--- config.mk ---
export PLATFORM = sky130hd
export DESIGN_NAME = ysyx_25010008_ifu_flat
export DESIGN_NICKNAME = d
export VERILOG_FILES = /design/src/rtl/ysyx_25010008_ifu_pkg.sv /design/src/rtl/ysyx_25010008_ifu_if.sv /design/src/rtl/ysyx_25010008_wdt.sv /design/src/rtl/ysyx_25010008_ifu.sv /design/src/flat_wrapper.sv
export SDC_FILE = /design/constraint.sdc
export NUM_CORES = 1
export LEC_CHECK = 0
export BUFFER_PORTS_ARGS = -buffer_cell sky130_fd_sc_hd__buf_4
export CAP_MARGIN = 20
export CORE_MARGIN = 2
export CORE_UTILIZATION = 42
export DETAILED_ROUTE_END_ITERATION = 10
export GPL_TIMING_DRIVEN = 0
export HOLD_SLACK_MARGIN = 0.03
export PLACE_DENSITY = 0.71
export RECOVER_POWER = 25
export SETUP_SLACK_MARGIN = 0.2
export SLEW_MARGIN = 0
export SYNTH_ARGS = -nofsm -noshare
export SYNTH_HDL_FRONTEND = slang
export SYNTH_SLANG_ARGS = --single-unit
export TNS_END_PERCENT = 50
--- constraint.sdc ---
create_clock -name clk -period 2.25 [get_ports clk]
set_clock_uncertainty 0.2 [all_clocks]
set_input_delay 0 -clock clk [delete_from_list [all_inputs] [get_ports clk]]
set_output_delay 0 -clock clk [all_outputs]
set_load 0.03 [all_outputs]
--- src/rtl/ysyx_25010008_ifu_pkg.sv ---
// Shared fetch/load-store definitions: controller state encoding and memory response codes.
package ysyx_25010008_ifu_pkg;

    typedef enum logic [2:0] {
        S_AR,
        S_R,
        S_HOLD,
        S_WAIT,
        S_HALT
    } ifu_state_e;

    localparam logic [1:0] RESP_OKAY = 2'b00;

endpackage

--- src/rtl/ysyx_25010008_ifu_if.sv ---
// Single-outstanding AR/R read port between a fetch/LSU master and instruction memory.
interface ysyx_25010008_ifu_if;

    logic        arvalid;
    logic [31:0] araddr;
    logic        arready;
    logic        rvalid;
    logic [31:0] rdata;
    logic [1:0]  rresp;
    logic        rready;

    modport master (
        output arvalid, araddr, rready,
        input  arready, rvalid, rdata, rresp
    );

    modport slave (
        input  arvalid, araddr, rready,
        output arready, rvalid, rdata, rresp
    );

endinterface

--- src/rtl/ysyx_25010008_wdt.sv ---
// Bus watchdog: down-counter reloaded on clear or while idle, expires on its TIMEOUT-th enabled cycle.
module ysyx_25010008_wdt #(
    parameter int TIMEOUT = 1024
) (
    input  logic clk,
    input  logic rst_n,
    input  logic clr,
    input  logic en,
    output logic expired
);

    localparam int W = $clog2(TIMEOUT + 1);
    localparam logic [W-1:0] LOAD = W'(TIMEOUT - 1);

    logic [W-1:0] cnt;

    always_ff @(posedge clk or negedge rst_n) begin
        if (!rst_n) begin
            cnt <= LOAD;
        end else if (clr || !en) begin
            cnt <= LOAD;
        end else if (cnt != '0) begin
            cnt <= cnt - W'(1);
        end
    end

    assign expired = en && (cnt == '0);

endmodule

--- src/rtl/ysyx_25010008_ifu.sv ---
// Multi-cycle instruction fetch: one word read per instruction, handed to decode, then wait for npc.
//  state  | meaning
//  S_AR   | presenting pc on the read-address channel
//  S_R    | address accepted, waiting for read data
//  S_HOLD | inst/pc offered to decode
//  S_WAIT | inst consumed, waiting for npc or halt from writeback
//  S_HALT | stopped (halt or fault) until reset
module ysyx_25010008_ifu
    import ysyx_25010008_ifu_pkg::*;
#(
    parameter logic [31:0] RESET_PC = 32'h8000_0000,
    parameter int          TIMEOUT  = 1024
) (
    input  logic                        clk,
    input  logic                        rst_n,
    input  logic [31:0]                 npc,
    input  logic                        npc_valid,
    input  logic                        halt_req,
    ysyx_25010008_ifu_if.master         imem,
    output logic [31:0]                 inst,
    output logic [31:0]                 pc,
    output logic                        inst_valid,
    input  logic                        inst_ready,
    output logic                        fetch_err,
    output logic                        halted,
    output logic [31:0]                 fetch_cnt
);

    ifu_state_e state;
    logic       arvalid_q;
    logic       rready_q;
    logic       wdt_expired;

    assign imem.arvalid = arvalid_q;
    assign imem.araddr  = pc;
    assign imem.rready  = rready_q;

    // Address acceptance restarts the budget so S_R gets its own full window.
    ysyx_25010008_wdt #(.TIMEOUT(TIMEOUT)) u_wdt (
        .clk     (clk),
        .rst_n   (rst_n),
        .clr     (arvalid_q && imem.arready),
        .en      ((state == S_AR) || (state == S_R)),
        .expired (wdt_expired)
    );

    always_ff @(posedge clk or negedge rst_n) begin
        if (!rst_n) begin
            state      <= S_AR;
            pc         <= RESET_PC;
            inst       <= '0;
            arvalid_q  <= 1'b0;
            rready_q   <= 1'b0;
            inst_valid <= 1'b0;
            fetch_err  <= 1'b0;
            halted     <= 1'b0;
            fetch_cnt  <= '0;
        end else begin
            case (state)
                S_AR: begin
                    if (arvalid_q && imem.arready) begin
                        arvalid_q <= 1'b0;
                        rready_q  <= 1'b1;
                        state     <= S_R;
                    end else if (wdt_expired) begin
                        arvalid_q <= 1'b0;
                        fetch_err <= 1'b1;
                        halted    <= 1'b1;
                        state     <= S_HALT;
                    end else begin
                        arvalid_q <= 1'b1;
                    end
                end
                S_R: begin
                    if (rready_q && imem.rvalid) begin
                        rready_q <= 1'b0;
                        if (imem.rresp == RESP_OKAY) begin
                            inst       <= imem.rdata;
                            fetch_cnt  <= fetch_cnt + 32'd1;
                            inst_valid <= 1'b1;
                            state      <= S_HOLD;
                        end else begin
                            fetch_err <= 1'b1;
                            halted    <= 1'b1;
                            state     <= S_HALT;
                        end
                    end else if (wdt_expired) begin
                        rready_q  <= 1'b0;
                        fetch_err <= 1'b1;
                        halted    <= 1'b1;
                        state     <= S_HALT;
                    end
                end
                S_HOLD: begin
                    if (inst_ready) begin
                        inst_valid <= 1'b0;
                        state      <= S_WAIT;
                    end
                end
                S_WAIT: begin
                    // A retiring ebreak wins over a redirect arriving in the same cycle.
                    if (halt_req) begin
                        halted <= 1'b1;
                        state  <= S_HALT;
                    end else if (npc_valid) begin
                        if (npc[1:0] != 2'b00) begin
                            fetch_err <= 1'b1;
                            halted    <= 1'b1;
                            state     <= S_HALT;
                        end else begin
                            pc        <= npc;
                            arvalid_q <= 1'b1;
                            state     <= S_AR;
                        end
                    end
                end
                S_HALT: begin
                end
                default: begin
                    halted <= 1'b1;
                    state  <= S_HALT;
                end
            endcase
        end
    end

endmodule

--- src/flat_wrapper.sv ---
// flat-port wrapper written by rule: the top's interface ports become plain ports
module ysyx_25010008_ifu_flat import ysyx_25010008_ifu_pkg::*;
#(
    parameter logic [31:0] RESET_PC = 32'h8000_0000,
    parameter int          TIMEOUT  = 1024
)
  (clk, rst_n, npc, npc_valid, halt_req, inst, pc, inst_valid, inst_ready, fetch_err, halted, fetch_cnt, imem_arvalid, imem_araddr, imem_rready, imem_arready, imem_rvalid, imem_rdata, imem_rresp);
  ysyx_25010008_ifu_if imem_i ();
  input  logic clk;
  input  logic rst_n;
  input  logic [31:0] npc;
  input  logic npc_valid;
  input  logic halt_req;
  output logic [31:0] inst;
  output logic [31:0] pc;
  output logic inst_valid;
  input  logic inst_ready;
  output logic fetch_err;
  output logic halted;
  output logic [31:0] fetch_cnt;
  output wire logic [$bits(imem_i.arvalid)-1:0] imem_arvalid;
  output wire logic [$bits(imem_i.araddr)-1:0] imem_araddr;
  output wire logic [$bits(imem_i.rready)-1:0] imem_rready;
  input wire logic [$bits(imem_i.arready)-1:0] imem_arready;
  input wire logic [$bits(imem_i.rvalid)-1:0] imem_rvalid;
  input wire logic [$bits(imem_i.rdata)-1:0] imem_rdata;
  input wire logic [$bits(imem_i.rresp)-1:0] imem_rresp;
  assign imem_arvalid = imem_i.arvalid;
  assign imem_araddr = imem_i.araddr;
  assign imem_rready = imem_i.rready;
  assign imem_i.arready = imem_arready;
  assign imem_i.rvalid = imem_rvalid;
  assign imem_i.rdata = imem_rdata;
  assign imem_i.rresp = imem_rresp;
  ysyx_25010008_ifu #(.RESET_PC(RESET_PC), .TIMEOUT(TIMEOUT)) u_core (.clk(clk), .rst_n(rst_n), .npc(npc), .npc_valid(npc_valid), .halt_req(halt_req), .imem(imem_i), .inst(inst), .pc(pc), .inst_valid(inst_valid), .inst_ready(inst_ready), .fetch_err(fetch_err), .halted(halted), .fetch_cnt(fetch_cnt));
endmodule
* Word-level counts from Yosys, hierarchy flattened
Cells that the tools add are included.
** Word-level totals
- Bits in registers :: 115
- Bits of input ports :: 73
- Output and inout bits :: 133
- Logic and storage cells :: 96
** Cells by class
- $add $sub $neg :: 2
- Equality and inequality tests :: 17
- Multiplexer cells :: 38
- Bitwise operators :: 4
- Reductions and logical operators :: 25
** Operator list (count)
- 32-bit by 1-bit adder with 32-bit output, second input constant :: 1
- 3-bit 2-to-1 mux :: 8
- 1-bit 2-to-1 mux :: 22
- 11-bit 2-to-1 mux :: 2
- 2-bit inequality test, second input constant :: 8
- 3-bit case mux with 5 select lines :: 1
- 4-bit AND reduction :: 3
- 11-bit zero test :: 1
- 11-bit nonzero test :: 1
- 11-bit by 1-bit subtractor with 11-bit output, second input constant :: 1
- 2-bit nonzero test :: 5
- 3-bit inequality test, second input constant :: 3
- 3-bit AND reduction :: 3
- 3-bit by 2-bit equality test with 1-bit output, second input constant :: 2
- 1-bit case mux with 2 select lines :: 3
- 6-bit AND reduction :: 1
- 5-bit AND reduction :: 1
- 1-bit NOT :: 4
- 1-bit case mux with 4 select lines :: 1
- 3-bit by 1-bit equality test with 1-bit output, second input constant :: 1
- 3-bit equality test, second input constant :: 1
- 1-bit logical AND :: 3
- 3-bit zero test :: 1
- 3-bit by 2-bit inequality test with 1-bit output, second input constant :: 1
- 7 further kinds :: 8

* Logic depth before layout (Yosys ltp)
- Depth in word-level cells :: 6
- Gate-level depth with buffers :: 7
- Depth with buffers taken out :: 6

* Hierarchy
From an unflattened synthesis, not the netlist that was laid out.
** Second synthesis, totals
- Cell total of the unflattened synthesis :: 496
- Area, all modules :: 5270.1 um^2
** Modules (own cells, without submodules)
- ysyx_25010008_ifu :: times used 1, cells each 432, area an instance 4655.7 um^2, sequential area each 2603.7 um^2
- ysyx_25010008_wdt :: times used 1, cells each 64, area an instance 614.3 um^2, sequential area each 287.8 um^2

* Worst setup path after synthesis
No wires, ideal clock.
- Path kind :: flip-flop to flip-flop
- From :: reg u_core.fetch_cnt[4]
- To :: reg u_core.fetch_cnt[26]
- Library setup time :: 0.134 ns
- Arrival :: 1.807 ns
- Required time :: 1.916 ns
- Slack :: 0.109 ns
- Stages on the path, launching flop included :: 7
- Path buffers :: 1
- Period minus slack after synthesis :: 2.141 ns
- Cell sequence :: dfrtp_1 and4_4 and4_1 buf_6 inv_2 or4_4 xnor2_2
** Between the ends
- Word-level cells in the longest chain between the ends :: 1
** RTL lines
- start, declared :: line ysyx_25010008_ifu.sv:26 : output logic [31:0] fetch_cnt
- start signal, assigned :: line ysyx_25010008_ifu.sv:79 : fetch_cnt <= fetch_cnt + 32'd1;
- 32-bit by 1-bit adder with 32-bit output :: line ysyx_25010008_ifu.sv:79
No other way between the ends.
A chain may end at the register's enable or synchronous reset.

* Worst setup path after layout
- From :: reg u_core.fetch_cnt[5]
- To :: reg u_core.fetch_cnt[26]
The elaborated chain is that of the path after synthesis.

==> impl_metrics.ini <==
[run_status]
outcome = completed

[floorplan]
design.core.area_mm2 = 0.0120
die_w_um = 115
initial_core_util_pct = 43.1
num_rows = 40
die_area_mm2 = 0.0132
die_h_um = 115
io_pins = 206

[synthesis]
netlist_instances = 495
synthDistinctLibCells = 52
syn_area_per_cell_um2 = 10.5
netlist_area_mm2 = 0.00517
synth-adder-area-share_pct = 0.726
synth_compound_area_share_pct = 3.68
syn-num-nets = 571
synth_top_family_by_area = simple AND/OR/NAND/NOR gates
synth_xor_area_share_pct = 6.24
synth_simple_gate_area_share_pct = 20.4
synthMuxAreaShare_pct = 6.53
synth-seq-cells = 115
yosysWarnings = 0
synth-seq-area-share_pct = 55.9

[cells_and_area]
syn_to_final_growth_pct = 56.6
diodes = 0
fill_cells = 962
drive_gt1_share_pct = 32.9
final_net_count = 883

[sta]
drv_slew = 0
fin_crit_sh_pct = 90.7
fmax_mhz = 490
setup_viol = 0
period_minus_slack_ps = 2040
tns_ps = 0
worst_slew_margin_rel_pct = 59.4
fin_ws_ps = 208
hold_viol = 0
rsz0062_at_grt = true
worst_slew_pin_slew_ps = 609
hold_slack_ps = 43.8

[clock_tree]
numCtsBuffers = 17
clock-sinks = 115
clk_latency_ps = 400
cts_root_buffer = clkbuf_16
clockBufferDepth = 2
cts_tree = built
cts_max_level = 4
clkTransAtPathRegs_ps = 50

[hold_path]
hold_class = input port to flop

[power]
peakVddDrop_mv = 0.381
p_per_area_mw_per_mm2 = 619
leakagePower_nw = 4.09

[route]
drcViolationCount = 0
drt_iter0_drc = 255
routedWlPerCell_um = 15.0
via_per_inst = 4.89
drt-pass1-iter-count = 4
wirelength_um = 14500
ant_nets = 0
vias = 4731

[place]
place_congestion = 0.821
port_buffers = 205
preCtsSetupSlack_ps = 127
dp_hpwl_um = 9460

[flow_run]
max_cap_violations = 0

[global_route]
grt_pass1_wl_um = 22400
antenna_found_initial = 0
grt_usage_pct = 21.5
overflow = 0
grt_pass1_vias = 4701
grt_max_degree = 71

[critical_path]
worstPathRequired_ps = 2330
crit_top_cell = and4_4
worst_setup_path_end_kind = flop
path_max_fanout = 8
start_kind = flop
cp.arrival_ps = 2120
cpPeakStageDelay_ps = 490
path_cells = and4_4, and4_4, buf_6, inv_2, or4_4, xnor2_2
cp_slowest_cell = or4_4
worst-setup-path-type = flop to flop
[cells in the mapped netlist (all sizes together)]
cell type,count,area [um2]
a2111oi,1,8.76
a21o,1,7.51
a21oi,9,45.0
a221oi,1,8.76
a22oi,2,15.0
a31oi,2,12.5
a32oi,1,8.76
and2,5,32.5
and2b,1,7.51
and3,4,27.5
and4,3,28.8
and4b,1,10.0
and4bb,2,25.0
buf,37,272
clkbuf,11,41.3
clkinv,1,3.75
dfrtp,104,2600
dfstp,11,289
ha,3,37.5
inv,6,22.5
mux2,30,338
nand2,131,492
nand2b,1,6.26
nand3,20,105
nand3b,2,15.0
nand4,10,62.6
nand4b,2,17.5
nor2,25,93.8
nor2b,1,6.26
nor3,9,45.0
nor4,5,52.6
nor4b,1,8.76
o211ai,1,7.51
o21ai,9,45.0
o21bai,2,15.0
o2bb2ai,1,8.76
o31ai,1,7.51
or4,2,18.8
xnor2,21,191
xor2,15,131
[worst max-delay path: cells and delay by family (launching register included)]
kind	cells	cell delay [ps]
flops	1	420
simple gates	3	1000
buf+inv	2	160
xor+xnor	1	140
[cell type report]
type,instances,area [um2],share of cell area [%]
Timing Repair Buffer,293,2080,25.6
Multi-Input combinational cell,325,2000,24.7
Clock buffer,22,464,5.73
Tap cell,147,184,2.27
Buffer,48,319,3.94
Inverter,7,26.3,0.324
Sequential cell,115,2900,35.8
Clock inverter,10,131,1.62
[flip-flops by register name (all words and copies together), names as in the netlist]
| register | count |
|---|---|
| u_core.fetch_cnt | 32 |
| u_core.fetch_err | 1 |
| u_core.halted | 1 |
| u_core.imem.araddr | 32 |
| u_core.imem.arvalid | 1 |
| u_core.imem.rready | 1 |
| u_core.inst | 32 |
| u_core.inst_valid | 1 |
| u_core.state | 3 |
| u_core.u_wdt.cnt | 11 |
[cells in the final DEF, fill, tap and decap left out, types with 10 or more instances in the layout]
cell           Yosys  final
mux2_2            30     30
dfrtp_1          104     96
nand3_1           19     18
dlygate4sd3_1      0     74
xnor2_1           20     20
nand4_1           10     10
clkbuf_16          0     17
clkbuf_1          11     98
nand2_1          131    131
buf_4             32    163
nor2_1            25     22
dfstp_2           11     11
xor2_1            15     15
[where the power goes]
| part | total, mW | internal, mW | leakage (nW) | switching (mW) |
|---|---|---|---|---|
| clock | 2.69 | 1.79 | 0.294 | 0.900 |
| combinational | 0.257 | 0.170 | 2.26 | 0.0869 |
| sequential | 2.07 | 2.07 | 1.54 | 0 |
[worst paths after layout]
check	from	to	slack [ps]	depth (start not counted)
worst max-delay path	u_core.fetch_cnt[5]	u_core.fetch_cnt[26]	210	6
worst min-delay path	imem_rresp[1]	u_core.state[2]	40	5
worst max register to register	u_core.fetch_cnt[5]	u_core.fetch_cnt[26]	210	6
worst min register to register	u_core.inst[26]	u_core.inst[26]	270	2
max in group asynchronous	rst_n	u_core.u_wdt.cnt[3]	560	4
min in group asynchronous	rst_n	u_core.fetch_cnt[25]	500	3
[through the flow]
| step | utilization (%) | instances | cell area [um2] | power (mW) |
|---|---|---|---|---|
| global placement | 57.5 | 847 | 6910 | 2.25 |
| global route | 67.5 | 967 | 8100 | 5.19 |
| finish | 67.5 | 967 | 8100 | 5.02 |
| floorplan | - | 495 | 5190 | 2.11 |
| detailed placement | 57.8 | 848 | 6940 | 2.26 |
| CTS | 69.2 | 958 | 8310 | 5.07 |
[per-layer routing]
layer  vias to the layer above  share of wire [%]  track usage (%)
li1                       2253                  -                -
met5                         -                  0                0
met1                      2296                 41             25.3
met2                       170                 51             37.9
met4                         0                1.1             7.55
met3                        12                6.7             5.96
[cells by family (layout without fill, tap and decap cells)]
family          count (synthesis)  after routing
buf+inv                        55            380
xor+xnor                       36             36
mux                            30             30
simple gates                  225            225
fa+ha+maj                       3              3
compound gates                 31             31
flops                         115            115
[repair_timing]
action                                 CTS  global route
setup endpoints to repair               34            70
hold buffers                            74             0
gates resized for setup                  4            14
buffers inserted                         4             9
endpoints found under the hold margin  175             0
pin swaps                                2             5
Power figures use the tool's default switching activity.
